--- src/rtl/seg7_mux_driver.sv ---
// Dual-digit common-anode seven-segment multiplexer: hex decode, per-digit
// dwell, and blanking dead-time between digit switches to suppress ghosting.
module seg7_mux_driver #(
  parameter int unsigned DWELL_CYCLES = 4,
  parameter int unsigned BLANK_CYCLES = 1
) (
  input  logic       clk,
  input  logic       reset,
  input  logic       en,
  input  logic [3:0] s0,
  input  logic [3:0] s1,
  output logic [6:0] seg,
  output logic [1:0] an,
  output logic       frame
);

  localparam int unsigned MAX_CYCLES = (DWELL_CYCLES > BLANK_CYCLES) ? DWELL_CYCLES : BLANK_CYCLES;
  localparam int unsigned CNT_W      = $clog2(MAX_CYCLES + 1);
  localparam logic [CNT_W-1:0] DWELL_LOAD = CNT_W'(DWELL_CYCLES - 1);
  localparam logic [CNT_W-1:0] BLANK_LOAD = CNT_W'((BLANK_CYCLES == 0) ? 0 : BLANK_CYCLES - 1);
  // The idle BLANK1 (after reset or while disabled) runs a full BLANK_CYCLES
  // once released, so it is loaded one higher than a normal blank entry.
  localparam logic [CNT_W-1:0] IDLE_LOAD  = CNT_W'(BLANK_CYCLES);
  localparam logic [6:0]       SEG_DARK   = 7'b1111111;

  typedef enum logic [1:0] {SHOW0, BLANK0, SHOW1, BLANK1} state_t;

  state_t           state;
  state_t           next_state;
  logic [CNT_W-1:0] cnt;

  // Active-low segment pattern, bit order g..a.
  function automatic logic [6:0] decode(input logic [3:0] v);
    logic [6:0] p;
    p = SEG_DARK;
    case (v)
      4'h0: p = 7'b1000000;
      4'h1: p = 7'b1111001;
      4'h2: p = 7'b0100100;
      4'h3: p = 7'b0110000;
      4'h4: p = 7'b0011001;
      4'h5: p = 7'b0010010;
      4'h6: p = 7'b0000010;
      4'h7: p = 7'b1111000;
      4'h8: p = 7'b0000000;
      4'h9: p = 7'b0010000;
      4'hA: p = 7'b0001000;
      4'hB: p = 7'b0000011;
      4'hC: p = 7'b1000110;
      4'hD: p = 7'b0100001;
      4'hE: p = 7'b0000110;
      4'hF: p = 7'b0001110;
      default: p = SEG_DARK;
    endcase
    return p;
  endfunction

  // Successor of the current state once its dwell has expired.
  always_comb begin
    next_state = BLANK1;
    case (state)
      SHOW0:   next_state = (BLANK_CYCLES == 0) ? SHOW1 : BLANK0;
      BLANK0:  next_state = SHOW1;
      SHOW1:   next_state = (BLANK_CYCLES == 0) ? SHOW0 : BLANK1;
      BLANK1:  next_state = SHOW0;
      default: next_state = BLANK1;
    endcase
  end

  // State, dwell counter and all pin drivers update on the same edge.
  always_ff @(posedge clk) begin
    if (reset || !en) begin
      state <= BLANK1;
      cnt   <= IDLE_LOAD;
      an    <= 2'b11;
      seg   <= SEG_DARK;
      frame <= 1'b0;
    end else begin
      frame <= 1'b0;
      if (cnt != '0) begin
        cnt <= cnt - CNT_W'(1);
      end else begin
        state <= next_state;
        case (next_state)
          SHOW0: begin
            cnt   <= DWELL_LOAD;
            an    <= 2'b10;
            seg   <= decode(s0);
            frame <= 1'b1;
          end
          SHOW1: begin
            cnt <= DWELL_LOAD;
            an  <= 2'b01;
            seg <= decode(s1);
          end
          default: begin
            cnt <= BLANK_LOAD;
            an  <= 2'b11;
            seg <= SEG_DARK;
          end
        endcase
      end
    end
  end

endmodule

--- config.mk ---
export PLATFORM = sky130hd
export DESIGN_NAME = seg7_mux_driver
export DESIGN_NICKNAME = d
export VERILOG_FILES = /design/src/rtl/seg7_mux_driver.sv
export SDC_FILE = /design/constraint.sdc
export NUM_CORES = 1
export LEC_CHECK = 0
export CAP_MARGIN = 20
export CORE_ASPECT_RATIO = 0.6
export CORE_MARGIN = 2
export CORE_UTILIZATION = 40
export DETAILED_ROUTE_END_ITERATION = 16
export PLACE_DENSITY = 0.71
export SYNTH_ARGS = -nofsm -noshare
export SYNTH_HDL_FRONTEND = slang
export SYNTH_SLANG_ARGS = --single-unit
export TNS_END_PERCENT = 1
--- constraint.sdc ---
create_clock -name clk -period 3.2 [get_ports clk]
set_clock_uncertainty 0.05 [all_clocks]
set_input_delay 0.96 -clock clk [delete_from_list [all_inputs] [get_ports clk]]
set_output_delay 0.96 -clock clk [all_outputs]
set_load 0.02 [all_outputs]
==> impl_metrics.tcl <==
set metrics [dict create \
    outcome "finished, final reports clean" \
    timing.reg2reg.worst_path_depth 3 \
    finalWeightedCongestion 0.884 \
    yosys.area_share.simple_pct 19.2 \
    grt_start_max_net_pins 18 \
    synthesis.area_um2 1170 \
    holdBufCountCts 0 \
    route.detailed.vias_per_inst 5.06 \
    post_synth_mux_area_share_pct 2.77 \
    num_io_pins 21 \
    post_synth_num_cell_types 25 \
    tns_ns 0 \
    min_delay_worst_endpoint "seg[6]" \
    root_buffer "sky130_fd_sc_hd__clkbuf_8" \
    width_of_the_die_um 74.0 \
    die_h_um 46.0 \
    vdd.ir_drop.worst_mv 0.146 \
    io_buf_count 20 \
    slew_violations 0 \
    insertion_delay_ns 0.25 \
    tritoncts.num_buffers 3 \
    finalSetupViolations 0 \
    fp-row-count 15 \
    area_growth_syn_to_layout_pct 22.6 \
    path_cells "clkdlybuf4s50_1 -> inv_1 -> ha_1 -> inv_1 -> mux4_2 -> a21oi_1 -> a21oi_1" \
    ys_dominant_reg_cell "sky130_fd_sc_hd__dfxtp_1" \
    initial_utilization_pct 41.5 \
    share_clk_of_total_power_pct 33.7 \
    cts_tree "built" \
    final_area_um2 1440 \
    endpoint_kind "flip-flop" \
    fmax_ghz 0.387 \
    drt_iter0_drc 36 \
    resize_count_post_cts 0 \
    syn_nets 175 \
    count_of_flip_flops_with_a_built_in_enable_after_synthesis 0 \
    grt-ovfl-total 0 \
    numClockSinks 15 \
    clk_pin_slew_worst_paths_ns 0.06 \
    p_leak_nw 0.603 \
    post-cts-setup-buffers 0 \
    worstPathMaxFanout 5 \
    detail_route.first_pass.iterations 5 \
    nature_of_the_critical_path_startpoint "input pin" \
    global_route.usage.total_pct 16.8 \
    pwr-share-seq_pct 42.9 \
    antenna_cells_inserted 0 \
    cpMaxStageDelayCell "sky130_fd_sc_hd__clkdlybuf4s50_1" \
    dpl_cell_area_um2 1390 \
    timing.reg2reg.setup_slack_ns 1.62 \
    final_net_count 193 \
    grt_setup_unrepaired "false" \
    final_core_util_pct 50.8 \
    worst-slew-pin-transition_ns 0.546 \
    count_of_fill_cells_added_during_filler_insertion 283 \
    count_of_vias_placed_by_the_detailed_router 1017 \
    postSynthCellCount 142 \
    min_period_ns 2.58 \
    first_global_vias 936 \
    detailed_place_hpwl_mm 2.00 \
    critical_path.reg2reg.startpoint "state[0]" \
    grt_first_pass_wirelength_mm 4.30 \
    postRouteAntennaNets 0 \
    synth_async_sr_flop_share_pct 0 \
    synthesis.area_per_instance_um2 8.27 \
    ctsLongestPathBuffers 2 \
    synth_top_family_by_area "adder cells" \
    cp_top_family "buffers and inverters" \
    min_period_over_period_pct 80.7 \
    ys_warn_count 0 \
    synth_xor_area_share_pct 1.49 \
    fraction_of_final_layout_cells_sized_beyond_drive_strength_1_pct 5.66 \
    pwrdens_nw_per_um2 320 \
    power_switching_mw 0.133 \
    totalWireLength_mm 2.55 \
    intPower_mw 0.328 \
    worstPathRequired_ns 3.29 \
    initial_antenna_violation_count 0 \
    die_area_um2 3400 \
    route.detailed.wl_per_inst_um 12.7 \
    end_of_the_worst_register_to_register_path "seg[5]" \
    timing.max_cap.violations 0 \
    cts_max_level 1 \
    yosys_register_bits 15 \
    cp_num_buf_inv 3 \
    timing.hold.worst.class "flip-flop to flip-flop" \
    synth.yosys.seq_area_share_pct 25.6 \
    cp_slowest_stage_delay_ns 0.54 \
    min-delay-start "seg[6]" \
    post_synth_fa_ha_maj_area_fraction_pct 23.4 \
    power.switching_fraction_pct 28.9 \
    coreArea_um2 2830 \
    synth-compound-area-share_pct 20.9 \
    hold_depth 1 \
    timing_hold_violations_final 0 \
    remaining_drc_errors 0 \
    crit_type "input pin to flip-flop" \
    worst_ep_arrival_time_ns 2.67 \
    comb_power_share_pct 23.4 \
    timing.max_slew.rel_slack_pct 63.5 \
]
[synthesized netlist by cell type, types with 5 or more instances]
cell	instances	share of area [%]
sky130_fd_sc_hd__a21oi_1	7	3.0
sky130_fd_sc_hd__a31oi_1	10	5.3
sky130_fd_sc_hd__nand2_1	10	3.2
sky130_fd_sc_hd__inv_1	12	3.8
sky130_fd_sc_hd__nor2_1	16	5.1
sky130_fd_sc_hd__o21ai_0	11	4.7
sky130_fd_sc_hd__o211ai_1	6	3.8
sky130_fd_sc_hd__dfxtp_1	15	26
sky130_fd_sc_hd__ha_1	22	23
sky130_fd_sc_hd__nand2b_1	5	2.7
sky130_fd_sc_hd__buf_2	6	2.6
[metrics by stage]
step	cells	total power [mW]	hold slack [ns]	setup slack, ns
2_1_floorplan	142	0.271	0.448	1.06
3_3_place_gp	197	0.305	0.415	0.431
3_5_place_dp	197	0.309	0.413	0.376
4_1_cts	201	0.464	0.427	0.626
5_1_grt	201	0.487	0.434	0.525
6_report	201	0.462	0.424	0.617
[sequential cells by signal, indices dropped and copies added (netlist names)]
register,flops
frame,1
cnt,3
state,2
seg,7
an,2
[worst reg2reg max path, cell delays in order, from the launching register on]
cell and delay, ns:
sky130_fd_sc_hd__dfxtp_1 0.43, sky130_fd_sc_hd__ha_1 0.45, sky130_fd_sc_hd__o21ai_2 0.18, sky130_fd_sc_hd__o32a_1 0.37
[worst max-delay path by stage]
stage                      from  endpoint  slack [ns]  cells past startpoint
after detailed placement  s0[0]    seg[3]        0.38                      7
after floorplan           s0[0]    seg[3]        1.06                      6
final                     s0[0]    seg[3]        0.62                      7
after global routing      s0[1]    seg[3]        0.52                      7
after global placement    s0[0]    seg[3]        0.43                      7
after CTS                 s0[0]    seg[3]        0.63                      7
[kinds of logic (layout without fill, tap and decap cells)]
family,Yosys count,after routing
simple gates,43,43
compound gates,39,39
fa+ha+maj,22,22
buf+inv,19,36
flops,15,15
xor+xnor,2,2
mux,2,2
[cell type report]
type                            instances  area, um^2  area share, %
Clock buffer                            3        41.3           2.87
Clock inverter                          1        5.00          0.348
Inverter                               12        45.0           3.13
Multi-Input combinational cell        108         796           55.3
Sequential cell                        15         300           20.9
Tap cell                               42        52.6           3.65
Timing Repair Buffer                   20         200           13.9
[layer usage]
metal / wire, um / vias up / share of wire [%] / GRT usage [%]
li1: - / 526 / - / -
met1: 1270 / 460 / 50 / 21.9
met2: 1140 / 29 / 45 / 28.6
met3: 118 / 2 / 4.6 / 3.98
met4: 19 / 0 / 0.75 / 4.00
met5: 0 / - / 0 / 0
[power groups by stage]
stage,Clock [mW],Sequential [mW],Combinational (mW)
finish,0.155,0.198,0.108
global route,0.166,0.199,0.121
CTS,0.158,0.198,0.108
detailed placement,0,0.202,0.107
global placement,0,0.202,0.104
floorplan,0,0.206,0.0655
[cells in the final DEF, fill, tap and decap left out]
master	Yosys	final
sky130_fd_sc_hd__ha_1	22	22
sky130_fd_sc_hd__clkdlybuf4s50_1	0	20
sky130_fd_sc_hd__nor2_1	16	16
sky130_fd_sc_hd__dfxtp_1	15	15
sky130_fd_sc_hd__inv_1	12	12
sky130_fd_sc_hd__o21ai_0	11	11
sky130_fd_sc_hd__nand2_1	10	10
sky130_fd_sc_hd__a31oi_1	10	10
sky130_fd_sc_hd__a21oi_1	7	7
sky130_fd_sc_hd__o211ai_1	6	6
sky130_fd_sc_hd__nand2b_1	5	5
sky130_fd_sc_hd__o32a_1	3	3
sky130_fd_sc_hd__nand3_1	3	3
sky130_fd_sc_hd__nor3b_1	3	3
sky130_fd_sc_hd__clkbuf_8	0	3
sky130_fd_sc_hd__nand3b_1	2	2
sky130_fd_sc_hd__xnor2_1	2	2
sky130_fd_sc_hd__and4bb_2	1	1
sky130_fd_sc_hd__o21ai_2	1	1
sky130_fd_sc_hd__nand2b_4	1	1
sky130_fd_sc_hd__mux4_2	1	1
sky130_fd_sc_hd__or3b_4	1	1
sky130_fd_sc_hd__mux2i_1	1	1
sky130_fd_sc_hd__and2_1	1	1
sky130_fd_sc_hd__o22a_1	1	1
sky130_fd_sc_hd__clkinv_2	0	1
No activity file was read; power rests on OpenSTA's default activity.
==> RTL edit 1, RTL diff (same flow settings) <==
The parameter `DWELL_CYCLES` goes from 4 to 8.
--- a/src/rtl/seg7_mux_driver.sv
+++ b/src/rtl/seg7_mux_driver.sv
@@ -3,3 +3,3 @@
 module seg7_mux_driver #(
-  parameter int unsigned DWELL_CYCLES = 4,
+  parameter int unsigned DWELL_CYCLES = 8,
   parameter int unsigned BLANK_CYCLES = 1
Formal check against the unedited RTL: not equivalent (a bounded check fails within 10 cycles, from zero or initial values).
==> RTL edit 1 against the original RTL <==
  * Critical path depth down 1
  * Clock power up 15%
  * Sequential share of layout area up 0.57 points
  * Via count up 4.1%
  * Power up 9.0%
  * Setup slack better by 0.056 ns
  * Cell area up 3.8%
  * Area after synthesis up 4.7%
  * First-iteration DRC count up 14%
  * Critical path type unchanged
  * Critical endpoint is now seg[1]
  * Synthesized cell count up 4.9%
  * Sequential cell count up 1
  * Maximum frequency up 2.2%
  * Routed wire length up 0.20%
==> RTL edit 1: results (changes against the original RTL) <==
run_status: "complete, no violations"
r2r_cells: 6  # +3
dr.pass1.iters: 4  # -1
synth.area.top_cells: "dfxtp_1 26%, ha_1 21%, o21ai_0 4.9%"
use_met3: 0.0322  # -0.00763
r2r_start: "cnt[0]"
synth_commonest_cells: "21 x ha_1, 16 x dfxtp_1, 16 x nor2_1"
ys.warnings.count: 0  # unchanged
grt_pass1_vias: 921  # -1.6%
post_cts_resized: 0  # unchanged
cts_buffers: 3  # unchanged
synth.area.mux_share: 0.0183  # -0.00938
cp_max_fo: 5  # unchanged
synth_nets: 181  # +3.4%
hold-path-endpoint: "seg[6]"
clockPowerShare: 0.354  # +0.017
fin_crit_ns: 2.53  # -0.0560 ns
endpoint: "seg[1]"
met1_length_um: 1280  # +0.24%
place_area_um2: 1440  # +3.3%
p_clk_uw: 178  # +15%
nNetsFinal: 199  # +3.1%
grtUsageMet2: 0.259  # -0.0266
ir_drop_uv: 153  # +4.8%
use_met1: 0.222  # +0.00265
synth_xor_area_frac: 0.00712  # -0.00779
drt_iter0_drc: 41  # +14%
worstPathArrival_ns: 2.61  # -0.06 ns
tightest_slew_ns: 0.478  # -0.0688 ns
wl_met2_um: 1150  # +0.97%
drive_gt1_frac: 0.0482  # -0.00841
wirelength_um: 2550  # +0.20%
grt_pass1_wl_um: 4210  # -2.1%
syn_avg_cell_area_um2: 8.25  # -0.23%
via_count: 1059  # +4.1%
synthAdderAreaFrac: 0.214  # -0.0207
synth_compound_area_frac: 0.235  # +0.0263
hold_depth: 1  # unchanged
instances_no_fill: 208  # +3.5%
ctsRootBufferMaster: "clkbuf_8"
ys_types: 36  # +44%
p_sw_uw: 136  # +2.2%
pre_cts_ws_ns: 0.411  # +0.0358 ns
met3_length_um: 108  # -8.5%
seq_area_frac_synth: 0.260  # +0.00484
p_leak_uw: 0.000629  # +4.3%
worstHoldStart: "seg[6]"
reg2reg_slack_ns: 1.43  # -0.19 ns
grt_usage: 0.160  # -0.00834
clk_path_buf_depth: 2  # unchanged
hpwl_um: 2030  # +1.3%
reg_top3: "seg: 7 flops, cnt: 4 flops"
hold_slack_ns: 0.422  # -0.00220 ns
gp_congestion: 0.824  # -6.8%
critPathTopFamily: "buffers and inverters"
comb_power_share: 0.224  # -0.010
-- RTL edit 1: cell count changes in the layout (fill, tap and decap cells not counted), moves of 2 or more --
cell	change
nand2b_1	-3
o311ai_0	+2
nor3b_1	-2
o211ai_1	-2
a22o_1	+2
nor3_1	+2
or2b_1	+3
a31oi_1	-4
nor2b_1	+4
-- RTL edit 1: layout make-up --
cell class | count | area, um^2
Clock buffer | 4 | 55.1
Sequential cell | 16 | 320
Inverter | 11 | 41.3
Multi-Input combinational cell | 115 | 826
Timing Repair Buffer | 20 | 200
Tap cell | 42 | 52.6
Fill cell | 280 | 1400
-- RTL edit 1: cells by family after synthesis --
logic type               count (synthesis)
flip-flops                              16
adder cells (fa/ha/maj)                 21
buffers and inverters                   18
multiplexers                             1
AND/OR/NAND/NOR                         48
XOR/XNOR                                 1
AO/OA/AOI/OAI                           44
==> RTL edit 2, RTL diff (config.mk and constraints unchanged) <==
Made on the original files. Add an input register stage for `en`, `s0` and `s1`; this delays them by one clock.
--- a/src/rtl/seg7_mux_driver.sv
+++ b/src/rtl/seg7_mux_driver.sv
@@ -26,2 +26,12 @@
   typedef enum logic [1:0] {SHOW0, BLANK0, SHOW1, BLANK1} state_t;
+
+  logic en_q;
+  logic [3:0] s0_q;
+  logic [3:0] s1_q;
+
+  always_ff @(posedge clk) begin
+    en_q <= en;
+    s0_q <= s0;
+    s1_q <= s1;
+  end
 
@@ -71,3 +81,3 @@
   always_ff @(posedge clk) begin
-    if (reset || !en) begin
+    if (reset || !en_q) begin
       state <= BLANK1;
@@ -87,3 +97,3 @@
             an    <= 2'b10;
-            seg   <= decode(s0);
+            seg   <= decode(s0_q);
             frame <= 1'b1;
@@ -93,3 +103,3 @@
             an  <= 2'b01;
-            seg <= decode(s1);
+            seg <= decode(s1_q);
           end
Function: changed (Yosys sat finds a counterexample within 4 cycles, from zero or initial values).
==> RTL edit 2 against the original RTL <==
  * Routed wire length rose by 18%
  * Sequential cell count up 15
  * Setup slack improved by 0.13 ns
  * Clock power is 100% higher
  * Via count up 7.8%
  * Cell area up 27%
  * Utilization is 0.92 points lower
  * Worst hold slack better by 0.012 ns
  * Power is 82% higher
  * Area after synthesis is 30% higher
  * Critical path type unchanged
  * Largest power group unchanged
==> RTL edit 2: results (changes against the original RTL) <==
run_status: "complete, no violations"
drt_iter0_drc: 42  # +17%
tightest_slew_ns: 0.538  # -0.00804 ns
synth_compound_area_frac: 0.160  # -0.0490
cpPeakStageDelay_ns: 0.61  # +0.07 ns
synth_commonest_cells: "30 x dfxtp_1, 21 x ha_1, 10 x inv_1"
seq_area_frac_synth: 0.393  # +0.138
gp_congestion: 0.872  # -1.4%
antenna_found_initial: 0  # unchanged
synth.area.mux_share: 0.103  # +0.0755
clk_path_buf_depth: 2  # unchanged
grt_usage: 0.145  # -0.0236
fillers: 331  # +17%
synth.area.top_cells: "dfxtp_1 39%, ha_1 17%, a2bb2oi_1 4.0%"
met3_length_um: 137  # +16%
dr.pass1.iters: 4  # -1
use_met3: 0.0460  # +0.00621
ys_types: 31  # +24%
grtUsageMet2: 0.240  # -0.0457
clk_latency_ns: 0.28  # +0.03 ns
cpMaxStageDelayCell: "clkdlybuf4s50_1"
wl_met2_um: 1390  # +22%
ys.warnings.count: 0  # unchanged
cts_buffers: 5  # +2
drive_gt1_frac: 0.0793  # +0.0227
p_leak_uw: 0.000821  # +36%
hpwl_um: 2230  # +12%
htree_levels: 2  # +1
use_met1: 0.178  # -0.0412
vias_per_cell: 5.19  # +2.7%
p_int_uw: 630  # +92%
cp_max_fo: 7  # +2
wl_per_cell_um: 14.2  # +12%
grt_pass1_wl_um: 4770  # +11%
met1_length_um: 1460  # +14%
nNetsFinal: 195  # +1.0%
grt_pass1_vias: 1010  # +7.9%
synth_xor_area_frac: 0.00573  # -0.00918
cts.clk_slew.worst_paths_ns: 0.06  # about the same
grt_max_degree: 13  # -5
synthAdderAreaFrac: 0.172  # -0.0623
ir_drop_uv: 165  # +13%
==> RTL edit 2: final timing paths <==
check	start	to	slack, ns	cells past startpoint
max	s0[0]	flip-flop	0.74	5
min reg2reg	an[1]	an[1]	0.44	2
min	an[1]	an[1]	0.44	2
max reg2reg	state[1]	seg[1]	1.63	5
==> RTL edit 2: metrics by stage <==
stage / utilization / setup slack [ns] / instances / cell area, um^2 / power (uW)
CTS: 0.499 / 0.753 / 211 / 1830 / 850
floorplan: - / 1.24 / 143 / 1530 / 499
global route: 0.499 / 0.666 / 211 / 1830 / 879
detailed placement: 0.474 / 0.442 / 203 / 1730 / 540
global placement: 0.474 / 0.551 / 203 / 1730 / 533
finish: 0.499 / 0.743 / 211 / 1830 / 842
==> RTL edit 2: power groups by stage <==
| stage | Clock, uW | Combinational [uW] | Sequential, uW |
|---|---|---|---|
| after floorplan | 0 | 81.8 | 417 |
| after global placement | 0 | 119 | 414 |
| after detailed placement | 0 | 125 | 415 |
| after CTS | 317 | 126 | 407 |
| after global routing | 333 | 138 | 408 |
| final | 310 | 126 | 406 |
==> RTL edit 2: cell families (layout without fill, tap and decap cells) <==
group	Yosys count	after routing
AO/OA/AOI/OAI	32	32
flip-flops	30	30
AND/OR/NAND/NOR	30	30
adder cells (fa/ha/maj)	21	21
buffers and inverters	17	38
multiplexers	12	12
XOR/XNOR	1	1
==> RTL edit 2: final cells by class <==
| type | instances | area share |
|---|---|---|
| tap | 47 | 0.0322 |
| clock inverter | 1 | 0.00274 |
| sequential | 30 | 0.329 |
| timing repair buffer | 20 | 0.110 |
| multi-input combinational | 96 | 0.459 |
| inverter | 10 | 0.0206 |
| clock buffer | 7 | 0.0473 |
